==> src/rtl/ads7883_emu.sv <==
// ADS7883 serial ADC emulator: serves a 12-bit sample as a 16-clock SPI frame.
// SCLK and nCS are asynchronous to clk. Both are double-flopped and then
// edge-detected. Every output is registered.
module ads7883_emu (
  input  logic        clk,
  input  logic        rst,
  input  logic        ads7883_sclk,
  input  logic        ads7883_ncs,
  input  logic [11:0] sample_data,
  input  logic        sample_valid,
  output logic        ads7883_sdo,
  output logic        sdo_oe,
  output logic        frame_done,
  output logic        frame_abort,
  output logic        busy
);

  typedef enum logic [1:0] {
    ST_IDLE  = 2'd0,
    ST_SHIFT = 2'd1,
    ST_TAIL  = 2'd2
  } state_t;

  // Frame layout, MSB first: two leading zeros, D11..D0, then two trailing zeros.
  function automatic logic [15:0] frame_word(input logic [11:0] data);
    return {2'b00, data, 2'b00};
  endfunction

  logic        ncs_meta_r, ncs_sync_r, ncs_prev_r;
  logic        sclk_meta_r, sclk_sync_r, sclk_prev_r;
  logic [1:0]  settle_r;
  logic        armed_r;
  logic [11:0] hold_r;
  state_t      state_r, state_nx_s;
  logic [4:0]  bit_cnt_r, cnt_nx_s;
  logic [14:0] shift_r, shift_nx_s;
  logic [15:0] load_word_s;
  logic        sdo_r, sdo_nx_s;
  logic        sdo_oe_r, oe_nx_s;
  logic        done_r, done_nx_s;
  logic        abort_r, abort_nx_s;
  logic        busy_r;
  logic        ncs_fall_s, ncs_rise_s, sclk_fall_s;

  // Two-flop synchronizers plus a delayed copy for edge detection.
  always_ff @(posedge clk) begin
    if (rst) begin
      ncs_meta_r  <= 1'b1;
      ncs_sync_r  <= 1'b1;
      ncs_prev_r  <= 1'b1;
      sclk_meta_r <= 1'b1;
      sclk_sync_r <= 1'b1;
      sclk_prev_r <= 1'b1;
    end else begin
      ncs_meta_r  <= ads7883_ncs;
      ncs_sync_r  <= ncs_meta_r;
      ncs_prev_r  <= ncs_sync_r;
      sclk_meta_r <= ads7883_sclk;
      sclk_sync_r <= sclk_meta_r;
      sclk_prev_r <= sclk_sync_r;
    end
  end

  // Arm frame starts only after nCS has been seen high through the synchronizer.
  // This keeps a pin held low across reset from posing as a fresh falling edge.
  always_ff @(posedge clk) begin
    if (rst) begin
      settle_r <= 2'd0;
      armed_r  <= 1'b0;
    end else begin
      if (settle_r != 2'd3) begin
        settle_r <= settle_r + 2'd1;
      end else begin
        settle_r <= settle_r;
      end
      if ((settle_r == 2'd3) && ncs_sync_r) begin
        armed_r <= 1'b1;
      end else begin
        armed_r <= armed_r;
      end
    end
  end

  assign ncs_fall_s  = armed_r & ncs_prev_r & ~ncs_sync_r;
  assign ncs_rise_s  = ~ncs_prev_r & ncs_sync_r;
  assign sclk_fall_s = sclk_prev_r & ~sclk_sync_r;
  assign load_word_s = frame_word(sample_valid ? sample_data : hold_r);

  // Holding register: a sample_valid strobe always captures, in any state.
  always_ff @(posedge clk) begin
    if (rst) begin
      hold_r <= 12'h000;
    end else if (sample_valid) begin
      hold_r <= sample_data;
    end else begin
      hold_r <= hold_r;
    end
  end

  // Next-state and next-output logic for the frame FSM.
  always_comb begin
    state_nx_s = state_r;
    cnt_nx_s   = bit_cnt_r;
    shift_nx_s = shift_r;
    sdo_nx_s   = sdo_r;
    oe_nx_s    = sdo_oe_r;
    done_nx_s  = 1'b0;
    abort_nx_s = 1'b0;
    case (state_r)
      ST_IDLE: begin
        sdo_nx_s = 1'b1;
        oe_nx_s  = 1'b0;
        if (ncs_fall_s) begin
          state_nx_s = ST_SHIFT;
          cnt_nx_s   = 5'd0;
          shift_nx_s = load_word_s[14:0];
          sdo_nx_s   = load_word_s[15];
          oe_nx_s    = 1'b1;
        end else begin
          cnt_nx_s = 5'd0;
        end
      end
      ST_SHIFT: begin
        if (ncs_rise_s) begin
          state_nx_s = ST_IDLE;
          cnt_nx_s   = 5'd0;
          shift_nx_s = 15'd0;
          sdo_nx_s   = 1'b1;
          oe_nx_s    = 1'b0;
          abort_nx_s = 1'b1;
        end else if (sclk_fall_s) begin
          if (bit_cnt_r == 5'd15) begin
            state_nx_s = ST_TAIL;
            cnt_nx_s   = 5'd16;
            shift_nx_s = 15'd0;
            sdo_nx_s   = 1'b0;
          end else begin
            cnt_nx_s   = bit_cnt_r + 5'd1;
            sdo_nx_s   = shift_r[14];
            shift_nx_s = {shift_r[13:0], 1'b0};
          end
        end else begin
          state_nx_s = ST_SHIFT;
        end
      end
      ST_TAIL: begin
        sdo_nx_s = 1'b0;
        if (ncs_rise_s) begin
          state_nx_s = ST_IDLE;
          cnt_nx_s   = 5'd0;
          sdo_nx_s   = 1'b1;
          oe_nx_s    = 1'b0;
          done_nx_s  = 1'b1;
        end else begin
          state_nx_s = ST_TAIL;
        end
      end
      default: begin
        state_nx_s = ST_IDLE;
        cnt_nx_s   = 5'd0;
        shift_nx_s = 15'd0;
        sdo_nx_s   = 1'b1;
        oe_nx_s    = 1'b0;
      end
    endcase
  end

  // State register and registered outputs.
  always_ff @(posedge clk) begin
    if (rst) begin
      state_r   <= ST_IDLE;
      bit_cnt_r <= 5'd0;
      shift_r   <= 15'd0;
      sdo_r     <= 1'b1;
      sdo_oe_r  <= 1'b0;
      done_r    <= 1'b0;
      abort_r   <= 1'b0;
      busy_r    <= 1'b0;
    end else begin
      state_r   <= state_nx_s;
      bit_cnt_r <= cnt_nx_s;
      shift_r   <= shift_nx_s;
      sdo_r     <= sdo_nx_s;
      sdo_oe_r  <= oe_nx_s;
      done_r    <= done_nx_s;
      abort_r   <= abort_nx_s;
      busy_r    <= (state_nx_s != ST_IDLE);
    end
  end

  assign ads7883_sdo = sdo_r;
  assign sdo_oe      = sdo_oe_r;
  assign frame_done  = done_r;
  assign frame_abort = abort_r;
  assign busy        = busy_r;

endmodule
==> config.mk <==
export PLATFORM = sky130hd
export DESIGN_NAME = ads7883_emu
export DESIGN_NICKNAME = d
export VERILOG_FILES = /design/src/rtl/ads7883_emu.sv
export SDC_FILE = /design/constraint.sdc
export NUM_CORES = 1
export LEC_CHECK = 0
export CAP_MARGIN = 30
export CORE_ASPECT_RATIO = 0.5
export CORE_MARGIN = 5
export CORE_UTILIZATION = 60
export DETAILED_ROUTE_END_ITERATION = 10
export PLACE_DENSITY = 0.84
export SYNTH_ARGS = -nofsm -noshare
export SYNTH_HDL_FRONTEND = slang
export SYNTH_SLANG_ARGS = --single-unit
export TNS_END_PERCENT = 10
==> constraint.sdc <==
create_clock -name clk -period 3.8 [get_ports clk]
set_clock_uncertainty 0.05 [all_clocks]
set_input_delay 0.76 -clock clk [delete_from_list [all_inputs] [get_ports clk]]
set_output_delay 0.76 -clock clk [all_outputs]
set_load 0.02 [all_outputs]
==> results of run 1 <==
-- layer usage --
layer / GRT usage, % / vias up / wire length, um
met5: 0 / - / 0
met4: 7.30 / 0 / 47
met2: 32.0 / 23 / 1980
met1: 20.9 / 759 / 1850
li1: - / 782 / -
met3: 4.48 / 7 / 152
-- area by class of cell --
type,instances,area [um^2],area share (%)
well taps,51,63.8,2.68
repair buffers,22,218,9.15
clock inverters,3,40.0,1.68
inverters,6,22.5,0.946
flip-flops and latches,46,921,38.7
multi-input cells,145,1050,44.0
clock buffers,5,68.8,2.89
-- power by group through the flow --
stage	sequential [uW]	clock, uW	combinational (uW)
4_1_cts	544	362	212
5_1_grt	549	383	235
6_report	545	357	211
3_3_place_gp	554	0	203
3_5_place_dp	555	0	209
2_1_floorplan	553	0	169
-- critical path: cells and delay by family (launching register included) --
kind                     cells  cell delay, ns
buffers and inverters        1            0.10
AO/OA/AOI/OAI                1            0.28
adder cells (fa/ha/maj)      1            0.53
AND/OR/NAND/NOR              2            0.84
flip-flops                   1            0.36
-- path summary, 6_finish.rpt --
path / to / slack [ns] / startpoint / depth (start not counted)
worst min-delay path: sclk_sync_r / 0.38 / sclk_meta_r / 1
worst min register to register: sclk_sync_r / 0.38 / sclk_meta_r / 1
worst max register to register: shift_r[3] / 1.52 / state_r[1] / 5
worst max-delay path: shift_r[3] / 1.52 / state_r[1] / 5
-- metrics by stage --
| stage | total power [uW] | cell area, um^2 |
|---|---|---|
| finish | 1110 | 2380 |
| global route | 1170 | 2380 |
| CTS | 1120 | 2380 |
| detailed placement | 764 | 2270 |
| global placement | 757 | 2270 |
| floorplan | 722 | 2090 |
-- cell families after synthesis --
group | count (synthesis) | share of synthesized area, %
AOI/OAI and AO/OA | 57 | 20.1
xor gates and xnor gates | 1 | 0.419
adders and majority gates | 7 | 4.19
buffers and inverters | 19 | 5.87
DFF | 46 | 44.1
muxes | 13 | 6.53
and+or+nand+nor | 67 | 18.8
-- sequential cells by signal (all words and copies together), names as in the netlist, 2 cells and up --
register   flops
hold_r        12
bit_cnt_r      5
state_r        2
shift_r       13
settle_r       2
-- cell usage in the layout (no fill, tap or decap), types with 2 or more instances in the layout --
master,count
and3_1,2
nand4_1,3
nand3_1,4
nor2_1,15
a211oi_2,9
nor3_1,4
dfxtp_1,46
o21ai_0,5
nand2_1,5
nand3b_1,2
or2_2,7
mux2_2,5
clkbuf_8,5
a211oi_1,5
clkdlybuf4s50_1,21
ha_1,7
clkinv_2,2
mux2i_1,8
nand2b_1,3
inv_1,6
a22oi_1,5
a21oi_1,24
nor2b_1,11
==> metrics, run 1 <==
status finished clean; Std-Cell Rows 15; most common cell in the netlist dfxtp_1; Avg Cell Area, Syn between 9 and 10 um^2; Fillers 250; count of cell types in the netlist 46; setup bufs post-CTS 0; fin crit period 2.28 ns; Crit Path Max Fanout 17; DRT Pass-1 Iters 4; Yosys reg bits 46; total global-route track usage ~18%; slew margin rel. 54.0%; final HPWL from detailed placement about 2700 um; crit path kind flip-flop to flip-flop; I/O pin count 22; Pwr Density 468 nW/um^2; first-pass GRT wire length 6840 um; register area share after synthesis 44.1%; total grt overflow 0; CTS resizes 0; starting density of the core between 60% and 70%; final non-filler cell total 278; Horiz. Die Dim 93.5 um; initial antenna violation count 0; Fmax about 440 MHz; switching share of total power a little over a quarter; Hold WC Path Type flip-flop to flip-flop; Ant. Diodes 0; max incr delay on CP 0.53 ns; EDFF count, synth 0; P&R area growth vs syn 13.9%; max-cap viol count 0; RSZ-0062 raised after global routing false; layout cells sized above 1 17.6%; Clock Tree Root clkbuf_8; leak pwr 0.000870 uW; via count between 1500 and 2000; Critical Path RT 3.94 ns; asr flop ratio synth 0%; WHS 0.375 ns; Worst-path clk slew 0.09 ns; dominant cells by area after synthesis dfxtp_1 (44%), a21oi_1 (5.7%), a211oi_2 (5.4%); Main synth FF type dfxtp_1; Vias/cell 5.65; Sum Neg Setup Slack 0 ns; most frequent cells after synthesis dfxtp_1 (46), a21oi_1 (24), nor2_1 (15), nor2b_1 (11), a211oi_2 (9); Worst VDD drop 0.265 mV; Core ar. ~3400 um^2; total routed wirelength 4020 um; Worst setup SP type flip-flop; DRT antenna net count 0; post-placement setup slack about 1.3 ns; die area 4830 um^2; final setup vio count 0; critical path endpoint category flip-flop; slowest CP cell ha_1; Mapped Area 2090 um^2; Starting DRT DRC Count 48; worst skew pair latency 0.30 ns; vias in the first global route 1565; fin crit share 59.9%; Slew Viols, Final 0; cell-internal power 809 uW; area fraction of the dominant cell type after synthesis 44.1%; # clock sinks 46; synth warn 0; Gate power share 19.0%; Final Hold Fails 0; Post-Syn Instances 210; hold-fix buffer count after cts 0; Final Core Density 70.1%; Syn Nets about 230; number of port buffers 21; gpl congestion 0.819; NumNets Final 250; sequential power share 48.9%; WL/cell 14.5 um; worst setup margin about 1.5 ns; H-tree depth 2; crit path cell chain inv_1 > ha_1 > nand2_1 > and2_4 > a211oi_1; placed cells 270; largest net degree at the start of global routing 35; CP Data Arrival Time 2.42 ns; Clk pwr share about 32%; Psw 304 uW; CTS buffer count 5; CTS Buffer Depth 2; actual slew at the worst max-slew pin around 0.69 ns; drt drc 0; leading area contributor after synthesis dfxtp_1; CTS tree yes; die span in y 51.7 um
Power figures use the tool's default switching activity.
==> run 2: changes to the inputs <==
--- a/config.mk
+++ b/config.mk
@@ -8,9 +8,9 @@
 export CAP_MARGIN = 30
 export CORE_ASPECT_RATIO = 0.5
 export CORE_MARGIN = 5
-export CORE_UTILIZATION = 60
+export CORE_UTILIZATION = 50
 export DETAILED_ROUTE_END_ITERATION = 10
-export PLACE_DENSITY = 0.84
+export PLACE_DENSITY = 0.75
 export SYNTH_ARGS = -nofsm -noshare
 export SYNTH_HDL_FRONTEND = slang
 export SYNTH_SLANG_ARGS = --single-unit
==> constraint.sdc (replaced) <==
create_clock -name clk -period 2 [get_ports clk]
set_clock_uncertainty 0.05 [all_clocks]
set_input_delay 0.4 -clock clk [delete_from_list [all_inputs] [get_ports clk]]
set_output_delay 0.4 -clock clk [all_outputs]
set_load 0.02 [all_outputs]
==> run 2 against run 1 <==
  * Final area up 4.3%
  * Critical endpoint is now shift_r[4]
  * Die area increased by 17%
  * Setup slack worse by 1.5 ns
  * Via count grew 3.9%
  * Critical path type unchanged
  * Final cell count is 4.3% higher
  * Largest cell class unchanged
==> metrics, run 2 (synthesis results as in run 1) <==
CTS Buffer Depth 2; slowest CP cell dfxtp_1; CTS tree yes; largest net degree at the start of global routing 29; Vias/cell 5.63; CTS buffer count 5; vias in the first global route roughly 1600; DRT antenna net count 0; Critical Path RT between 2 and 2.5 ns; most flop-heavy register shift_r; max incr delay on CP 0.33 ns; die area 5650 um^2; final setup vio count 0; DRT Pass-1 Iters 4; gpl congestion roughly 0.89; # clock sinks 46; Final Hold Fails 0; fin crit share 96.9%; initial antenna violation count 0; number of port buffers 21; drt drc 0; worst skew pair latency 0.29 ns; layout cells sized above 1 approximately 22%; via count 1633; final non-filler cell total 290; Largest register FFs 13; total routed wirelength around 4300 um; starting density of the core 52.7%; die span in y around 56 um; critical path endpoint category flip-flop; fin crit period between 1.5 and 2 ns; P&R area growth vs syn 18.7%; Slew Viols, Final 0; Clock Tree Root clkbuf_8; Regs by FF count shift_r x13, hold_r x12, bit_cnt_r x5; total global-route track usage 15.3%; CP Data Arrival Time between 2 and 2.5 ns; H-tree depth 2; Fmax 516 MHz; slew margin rel. 74.6%; actual slew at the worst max-slew pin 0.382 ns; Worst path most repeated cell ha_2; Std-Cell Rows 16; final HPWL from detailed placement 3030 um; Worst-path clk slew roughly 0.08 ns; max-cap viol count 0; Final Core Density 62.6%; Starting DRT DRC Count 75; total grt overflow 0; Pwr Density approximately 830 nW/um^2; Ant. Diodes 0; most frequent cells in the layout dfxtp_1 (45), a21oi_1 (24), clkdlybuf4s50_1 (21), nor2_1 (15), nor2b_1 (11); Worst setup SP type flip-flop; WP buf/inv 1; Crit Path Max Fanout 7; delay-heaviest family, CP simple AND/OR/NAND/NOR gates; crit path kind flip-flop to flip-flop; I/O pin count 22; status finished clean; leak pwr 0.000913 uW; WL/cell ~15 um; crit path cell chain ha_2 > and3_1 > ha_2 > nand2b_4 > nor2_4 > clkbuf_16 > a22oi_1 > a211oi_2; NumNets Final 261; Hold WC Path Type flip-flop to flip-flop; commonest non-fill, non-tap cell in the layout dfxtp_1; placed cells 282; Horiz. Die Dim between 100 and 150 um; first-pass GRT wire length 7130 um; Core ar. 3960 um^2; Worst VDD drop 0.525 mV
-- run 2: cell count changes in the layout (fill, tap and decap cells not counted) --
cell       before  now
bufinv_16       1    0
nand2b_4        0    1
ha_1            7    5
clkinv_2        2    0
clkbuf_16       0    1
ha_2            0    2
buf_12          0    1
buf_4           1   10
dfxtp_2         0    1
dfxtp_1        46   45
clkbuf_8        5    6
nand2b_2        1    0
-- run 2: worst reg2reg max path: cells and delay by family, from the launching register on --
| family | cells | cell delay, ns |
|---|---|---|
| flops | 1 | 0.33 |
| simple gates | 3 | 0.58 |
| fa+ha+maj | 2 | 0.37 |
| compound gates | 2 | 0.33 |
| buf+inv | 1 | 0.20 |
-- run 2: timing repair --
action,4_1_cts,5_1_grt
resized for setup,0,4
setup endpoints to repair,0,14
hold buffers,0,0
setup buffers,0,1
-- run 2: worst paths after layout --
| kind | cells after the start | end | startpoint | slack (ns) |
|---|---|---|---|---|
| max | 8 | shift_r[4] | bit_cnt_r[1] | 0.06 |
| max reg2reg | 8 | shift_r[4] | bit_cnt_r[1] | 0.06 |
| min | 1 | sclk_sync_r | sclk_meta_r | 0.37 |
| min reg2reg | 1 | sclk_sync_r | sclk_meta_r | 0.37 |
-- run 2: metrics by stage --
step	area (um^2)	TNS, ns	setup slack [ns]	power (uW)	hold WS [ns]
4_1_cts	2440	0	0.0443	2040	0.371
5_1_grt	2480	-0.0317	-0.0267	2150	0.375
2_1_floorplan	2090	0	0.236	1370	0.339
3_5_place_dp	2350	0	0.0792	1490	0.349
3_3_place_gp	2350	0	0.150	1470	0.343
6_report	2480	0	0.0617	2050	0.367
-- run 2: cell type report --
cell class / instances / area [um^2]
inverters: 6 / 22.5
repair buffers: 33 / 330
clock buffers: 6 / 82.6
fillers: 313 / 1480
well taps: 54 / 67.6
flip-flops and latches: 46 / 922
multi-input cells: 145 / 1060
-- run 2: power by group --
group / switching (uW) / internal (uW) / leakage, uW
sequential: 43.0 / 994 / 0.000377
clock: 293 / 267 / 0.0000431
combinational: 238 / 216 / 0.000494
total: 573 / 1480 / 0.000913
-- run 2: layer usage --
| layer | wire (um) | global-route usage (%) |
|---|---|---|
| met3 | 240 | 4.13 |
| met1 | 2020 | 20.2 |
| met4 | 8 | 3.98 |
| met5 | 0 | 0 |
| met2 | 2000 | 24.5 |
